`config.mk`:
```
export PLATFORM = sky130hd
export DESIGN_NAME = sll_iter
export DESIGN_NICKNAME = d
export VERILOG_FILES = /design/src/rtl/sll_iter.sv
export SDC_FILE = /design/constraint.sdc
export NUM_CORES = 1
export LEC_CHECK = 0
export CAP_MARGIN = 20
export CORE_MARGIN = 3
export CORE_UTILIZATION = 35
export CTS_BUF_LIST = sky130_fd_sc_hd__clkbuf_4 sky130_fd_sc_hd__clkbuf_8 sky130_fd_sc_hd__clkbuf_16
export DETAILED_ROUTE_END_ITERATION = 16
export PLACE_DENSITY_LB_ADDON = 0.05
export SLEW_MARGIN = 20
export SYNTH_ARGS = -nofsm -noshare
export SYNTH_HDL_FRONTEND = slang
export SYNTH_SLANG_ARGS = --single-unit
```
`constraint.sdc`:
```
create_clock -name i_clk -period 2.8 [get_ports i_clk]
set_input_delay 0.56 -clock i_clk [delete_from_list [all_inputs] [get_ports i_clk]]
set_output_delay 0.56 -clock i_clk [all_outputs]
set_load 0.01 [all_outputs]
```
`src/rtl/sll_iter.sv`:
```
// -----------------------------------------------------------------------------
// sll_iter -- iterative logical left shifter
//
// Computes (i_operand_a << i_operand_b) with zero fill by walking one barrel
// stage per clock. The latency is always SHAMT_W cycles from acceptance to
// o_valid, whatever the shift amount is, so downstream timing never depends
// on the data.
//
// Ports
//   i_clk        clock, all state updates on the rising edge
//   i_rst_n      asynchronous, active-low reset
//   i_start      request valid; accepted when high together with o_ready
//   i_operand_a  data to shift (WIDTH bits)
//   i_operand_b  left-shift amount (SHAMT_W bits)
//   i_flush      synchronous abort; wins over i_start and i_ready
//   i_ready      consumer takes the result when high with o_valid
//   o_ready      idle, able to accept a request
//   o_valid      o_sll_data holds a completed result
//   o_sll_data   working data register (a result only while o_valid)
// -----------------------------------------------------------------------------
module sll_iter #(
    parameter int WIDTH   = 32,
    parameter int SHAMT_W = 5
) (
    input  logic               i_clk,
    input  logic               i_rst_n,
    input  logic               i_start,
    input  logic [WIDTH-1:0]   i_operand_a,
    input  logic [SHAMT_W-1:0] i_operand_b,
    input  logic               i_flush,
    input  logic               i_ready,
    output logic               o_ready,
    output logic               o_valid,
    output logic [WIDTH-1:0]   o_sll_data
);

    // The stage counter only has to reach SHAMT_W-1.
    localparam int CNT_W = (SHAMT_W > 1) ? $clog2(SHAMT_W) : 1;
    localparam logic [CNT_W-1:0] LAST_STAGE = CNT_W'(SHAMT_W - 1);

    typedef enum logic [1:0] {
        ST_IDLE  = 2'd0,
        ST_SHIFT = 2'd1,
        ST_DONE  = 2'd2
    } state_e;

    state_e             state_r;
    logic [WIDTH-1:0]   data_r;
    logic [SHAMT_W-1:0] amt_r;
    logic [CNT_W-1:0]   cnt_r;
    logic [WIDTH-1:0]   stage_data_s;

    // One barrel stage: shift by 2^cnt when the matching amount bit is set.
    always_comb begin
        stage_data_s = data_r;
        if (amt_r[cnt_r]) begin
            stage_data_s = data_r << (32'd1 << cnt_r);
        end else begin
            stage_data_s = data_r;
        end
    end

    // Control FSM together with the operand, amount and stage registers.
    always_ff @(posedge i_clk or negedge i_rst_n) begin
        if (!i_rst_n) begin
            state_r <= ST_IDLE;
            data_r  <= '0;
            amt_r   <= '0;
            cnt_r   <= '0;
        end else if (i_flush) begin
            // Abort clears everything so no trace of the operation survives.
            state_r <= ST_IDLE;
            data_r  <= '0;
            amt_r   <= '0;
            cnt_r   <= '0;
        end else begin
            case (state_r)
                ST_IDLE: begin
                    if (i_start) begin
                        data_r  <= i_operand_a;
                        amt_r   <= i_operand_b;
                        cnt_r   <= '0;
                        state_r <= ST_SHIFT;
                    end else begin
                        state_r <= ST_IDLE;
                    end
                end
                ST_SHIFT: begin
                    data_r <= stage_data_s;
                    if (cnt_r == LAST_STAGE) begin
                        cnt_r   <= '0;
                        state_r <= ST_DONE;
                    end else begin
                        cnt_r   <= cnt_r + CNT_W'(1);
                        state_r <= ST_SHIFT;
                    end
                end
                ST_DONE: begin
                    // Result and o_valid hold for as long as the consumer stalls.
                    if (i_ready) begin
                        state_r <= ST_IDLE;
                    end else begin
                        state_r <= ST_DONE;
                    end
                end
                default: begin
                    state_r <= ST_IDLE;
                    data_r  <= '0;
                    amt_r   <= '0;
                    cnt_r   <= '0;
                end
            endcase
        end
    end

    // Handshake outputs are pure decodes of the registered state.
    assign o_ready    = (state_r == ST_IDLE);
    assign o_valid    = (state_r == ST_DONE);
    assign o_sll_data = data_r;

endmodule

```
==> Word level (Yosys, flattened, before mapping) <==
Index checks and enable logic that the tools add are counted.
{ "word_totals": {"register_bits": 42, "latch_bits": 0, "mem_bits_rw": 0, "rom_bits": 0, "in_bits": 42, "out_inout_bits": 34, "memories": 0} }
{ "classes": {"add_sub_neg": 1, "multipliers": 0, "div_mod_pow": 0, "n_lt_le_gt_ge": 1, "eq_ne": 7, "n_shift": 2, "mux": 18, "bitwise_logic": 0, "n_reduce_logical": 5} }
{ "op_table": {"columns": ["op", "count"], "rows": [
  ["32-bit two-way mux", 3],
  ["32-bit case mux with 3 select lines", 1],
  ["1-bit by 3-bit left shift with 32-bit output (first input constant)", 1],
  ["32-bit by 32-bit left shift with 32-bit output", 1],
  ["5-bit two-way mux", 2],
  ["5-bit case mux with 2 select lines", 1],
  ["3-bit two-way mux", 3],
  ["3-bit case mux with 3 select lines", 1],
  ["2-bit two-way mux", 3],
  ["3-bit inequality test (second input constant)", 2],
  ["2-bit case mux with 3 select lines", 1],
  ["3-bit by 4-bit less-than comparator with 1-bit output (second input constant)", 1],
  ["2-bit AND reduction", 2],
  ["3-bit by 1-bit adder with 3-bit output (second input constant)", 1],
  ["1-bit binary-select mux with 3-bit select", 1],
  ["3-bit == test (second input constant)", 1],
  ["3-bit AND reduction", 1],
  ["2-bit by 1-bit == test with 1-bit output (second input constant)", 1],
  ["2-bit == test (second input constant)", 1],
  ["2-bit logical NOT", 1],
  ["1-bit two-way mux", 2],
  ["2-bit by 1-bit inequality test with 1-bit output (second input constant)", 1],
  ["2-bit inequality test (second input constant)", 1],
  ["2-bit OR reduction", 1]
]} }

==> Depth between registers and ports, before layout <==
{ "logic_depth": {"ltp_word": 5, "mapped_depth": 12, "depth_no_buf": 8} }

==> Worst setup path after synthesis <==
OpenSTA, ideal clock, no wires.
{ "synth_path": {"path_kind": "reg2reg", "startpoint": "register cnt_r[0]", "endpoint": "register data_r[23] (netlist: o_sll_data[23])", "arrival_ns": 2.226, "t_required_ns": 2.674, "setup_slack_ns": 0.448, "stages_incl_launch_ff": 11, "path_cell_list": "dfrtp_1 -> inv_1 -> ha_1 -> buf_4 -> nor2b_4 -> buf_6 -> mux2i_1 -> o22ai_1 -> mux2_2 -> a32o_1 -> a221o_1"} }
{ "synth_via": {"elab_chain_len": 5, "elab_cells_between_ends": 9, "cone_classes": "eq/ne (1); shift (2); mux (5); reduce/logical (1)"} }
{ "synth_lines": {"columns": ["element", "line", "text"], "rows": [
  ["start, declared", "50", "logic [CNT_W-1:0] cnt_r;"],
  ["start signal, assigned", "94", "cnt_r <= cnt_r + CNT_W'(1);"],
  ["1-bit by 3-bit left shift with 32-bit output", "57", "stage_data_s = data_r << (32'd1 << cnt_r);"],
  ["32-bit by 32-bit left shift with 32-bit output", "57", null],
  ["32-bit two-way mux", "56", "if (amt_r[cnt_r]) begin"],
  ["32-bit case mux with 3 select lines", "77", "case (state_r)"],
  ["32-bit two-way mux", "70", "end else if (i_flush) begin"],
  ["end signal, assigned", "80", "data_r <= i_operand_a;"],
  ["end signal, assigned", "89", "data_r <= stage_data_s;"],
  ["end, declared", "48", "logic [WIDTH-1:0] data_r;"]
]} }
Parallel ways exist; a longest one is shown, timed or not. The select of a mux whose other input is x is not followed.
A chain may end at the register's enable or synchronous reset.

==> Final worst setup path <==
{ "layout_path": {"startpoint": "register cnt_r[0]", "endpoint": "register data_r[20] (netlist: o_sll_data[20])"} }
Same word-level chain as after synthesis.

==> results by group <==
Synthesis
  • Syn. warnings: 0
  • Gate Count Post-Synth: 457
  • Register area share after synthesis: 25.7%
  • Synth Area in Adders: between 3 and 4%
  • Post-synthesis xor/xnor area fraction: 0%
  • Avg Cell Area, Syn: about 9 um2
  • Top cells by area, synth: dfrtp_1, mux2i_1, mux4_2
  • Number of synthesized flops with an enable pin: 0
  • Top-area cell type share of the netlist area: 25.7%
  • Main combinational cell family by area after synthesis: compound AO/OA/AOI/OAI gates
  • Area leader, netlist: dfrtp_1
  • #FFs+latches synth: between 40 and 50
  • Mux contribution to synthesized area: around a fifth
  • Syn nets: 509
  • Most used DFF post-synth: dfrtp_1
  • Ys async rst share: between 90% and 100%
  • Netlist cell types: 61
  • Simple-gate share of the synthesized area: between 10 and 15%
  • Synth Area in Compound Gates: approximately 30%
  • Synth Cell Area: just over 0.004 mm2

Setup path
  • Crit path DAT: between 2 and 3 ns
  • Critical path cell sequence: inv_1, ha_4, buf_12, buf_4, mux2i_1, o22ai_1, o21ai_0, o21ai_0, a221o_1
  • Worst stage delay on the critical path: approximately 0.47 ns
  • CP most frequent cell: o21ai_0
  • Worst Setup SP: cnt_r[0]
  • Crit path max fanout: 19
  • Critical Path RT: about 3 ns
  • Instance count on the critical path: 9
  • Worst Setup End Kind: register
  • Crit path max-delay cell type: o21ai_0
  • Crit path kind: register to register
  • Bufs and invs on worst path: 3
  • Crit path capture: o_sll_data[20]
  • R2R depth: 9
  • Reg2Reg Setup Slack: 0.18 ns
  • CP delay by family, top: compound AO/OA/AOI/OAI gates
  • Worst r2r dst: o_sll_data[20]
  • R2r startpoint: cnt_r[0]
  • CP Launch Type: register

Route
  • DR WL/cell: 25.9 um
  • Antenna Nets Post-Route: 0
  • Vias per inst: 6.44
  • Vias: 4422
  • Initial DRC count: 460
  • DRC: 0
  • First-pass detailed-route iteration total: 5
  • Final WL: roughly 18000 um

Power and ir drop
  • Switching share of total power: ~36%
  • P_int: between 1 and 1.5 mW
  • Clock share of power: between 20% and 30%
  • Power Density: ~420 mW/mm2
  • Leakage Power: around 2.4 nW
  • Gate power share: between 30% and 40%
  • Register share of total power: approximately 34%
  • Net Sw Power: approximately 0.82 mW
  • Max rail drop VDD: 0.310 mV

Clock tree
  • Post-CTS setup buffer count: 0
  • Htree depth: 2
  • Worst-path clk slew: roughly 0.070 ns
  • Clock Latency Late Sink: about 0.30 ns
  • Clk buf depth: 2
  • CTS sink cnt: 42
  • CTS Buf Count: 5
  • Cell at the root of the clock tree: clkbuf_16
  • CTS tree: yes

Min path
  • Min-Delay Path Class: input pin to async pin

GRT
  • Pin count of the biggest net entering global routing: 38
  • Initial antenna violation count: 1
  • First-pass GRT wire length: 27100 um
  • Grt total ovfl: 0
  • Vias in the first global route: roughly 4400
  • Total track usage: between 20% and 30%

Timing
  • Post-layout min period: about 2.6 ns
  • Final period utilization: between 90% and 100%
  • Peak Freq: about 380 MHz
  • Worst clock skew: roughly 0.0082 ns
  • Worst-Margin Slew: between 0.9 and 1 ns
  • Max-slew violation count: 0
  • Final Hold Viols: 0
  • Final hold slack: 0.221 ns
  • Finish-stage setup viols: 0
  • Relative max-transition margin: 36.7%

Placed design
  • DP Wirelength: between 10000 and 15000 um
  • IO buf count: 75
  • RePlAce Congestion: about 0.99
  • Placed instance count: roughly 680

Flow run
  • Max-cap violations: 0

Floorplan
  • Io pins: 76
  • FP Rows: 38
  • Core area: around 0.011 mm2
  • Die X: 114 um
  • Die Height: 114 um
  • Starting Density: 36.8%
  • Die area: roughly 0.013 mm2

Finish
  • N_diodes: 0
  • Commonest non-fill, non-tap cell in the layout: clkdlybuf4s50_1
  • Area delta synth->final: 31.7%
  • Fin cells: 687
  • Final nets: approximately 600
  • Share of layout cells above drive strength 1: 16.6%
  • Leading cell types in the layout, fill and taps excluded: clkdlybuf4s50_1, nand2_1, mux2i_1

Status
  • Status: complete, no violations
-- worst min-delay path by stage --
stage | slack (ns) | from | cells after the start | end
floorplan | 0.26 | i_rst_n | 0 | amt_r[0]
global placement | 0.56 | i_rst_n | 1 | o_sll_data[0]
finish | 0.22 | i_rst_n | 1 | o_sll_data[0]
global route | 0.26 | i_rst_n | 1 | o_sll_data[0]
CTS | 0.25 | i_rst_n | 1 | o_sll_data[0]
detailed placement | 0.54 | o_sll_data[31] | 2 | o_sll_data[31]
-- power by group through the flow --
stage               Sequential, mW  Clock (mW)  Combinational, mW
floorplan                    0.742           0              0.451
global placement             0.771           0              0.815
detailed placement           0.769           0              0.814
CTS                          0.758       0.643              0.818
global route                 0.770       0.677              0.895
finish                       0.764       0.634              0.839
-- kinds of logic (layout without fill, tap and decap cells) --
| kind of cell | count (synthesis) | in the layout |
|---|---|---|
| compound gates | 168 | 168 |
| simple gates | 118 | 118 |
| mux | 71 | 71 |
| buf+inv | 48 | 138 |
| flops | 42 | 42 |
| fa+ha+maj | 10 | 10 |
-- final cells by class --
| type | count | area [um2] |
|---|---|---|
| well taps | 140 | 175 |
| inverters | 11 | 41.3 |
| clock inverters | 2 | 12.5 |
| fillers | 1117 | 5740 |
| clock buffers | 6 | 139 |
| multi-input cells | 367 | 2810 |
| repair buffers | 119 | 1160 |
| flip-flops and latches | 42 | 1050 |
-- worst reg2reg max path, stage by stage (launching register included) --
cell	delay, ns
dfrtp_1	0.44
inv_1	0.18
ha_4	0.20
buf_12	0.18
buf_4	0.23
mux2i_1	0.20
o22ai_1	0.14
o21ai_0	0.47
o21ai_0	0.17
a221o_1	0.31
-- flip-flops by register name (all words and copies together), names as in the netlist --
name / count
o_sll_data: 32
amt_r: 5
cnt_r: 3
state_r: 2
-- cell usage after synthesis (4+ instances only) --
cell / number
o221ai_1: 8
a221o_1: 5
nor2_1: 15
o21a_1: 4
o21ai_0: 27
buf_2: 10
mux4_2: 10
buf_6: 5
o22ai_1: 14
a22o_1: 14
nor2b_1: 4
inv_1: 10
o211ai_1: 11
ha_1: 10
clkbuf_1: 13
nand2b_1: 4
dfrtp_1: 42
nand3_1: 10
nor3_1: 5
a22oi_1: 28
a32oi_1: 4
mux2_2: 13
mux2i_1: 48
o211a_1: 4
a31oi_1: 5
a21oi_1: 14
buf_4: 7
nand2_1: 53
-- metrics by stage --
stage / TNS (ns) / setup slack [ns] / utilization [%] / area (um2) / total power, mW
2_1_floorplan: 0 / 0.448 / - / 4090 / 1.19
3_3_place_gp: 0 / 0.0788 / 46.6 / 5190 / 1.59
3_5_place_dp: 0 / 0.125 / 46.6 / 5190 / 1.58
4_1_cts: 0 / 0.105 / 48.0 / 5340 / 2.22
5_1_grt: -0.00120 / -0.00120 / 48.4 / 5390 / 2.34
6_report: 0 / 0.180 / 48.4 / 5390 / 2.24
-- metal layers --
metal	share of wire [%]	track usage [%]	wire length, um	up-vias
met1	44	39.3	7760	2184
li1	-	-	-	1961
met2	44	41.6	7900	244
met3	9.4	4.92	1670	33
met4	2.5	8.31	439	0
met5	0	0	0	-
-- repair_timing --
item,in CTS,in global routing
hold buffers,0,0
setup endpoints to repair,0,8
gates resized for setup,0,5
Power figures use the tool's default switching activity.
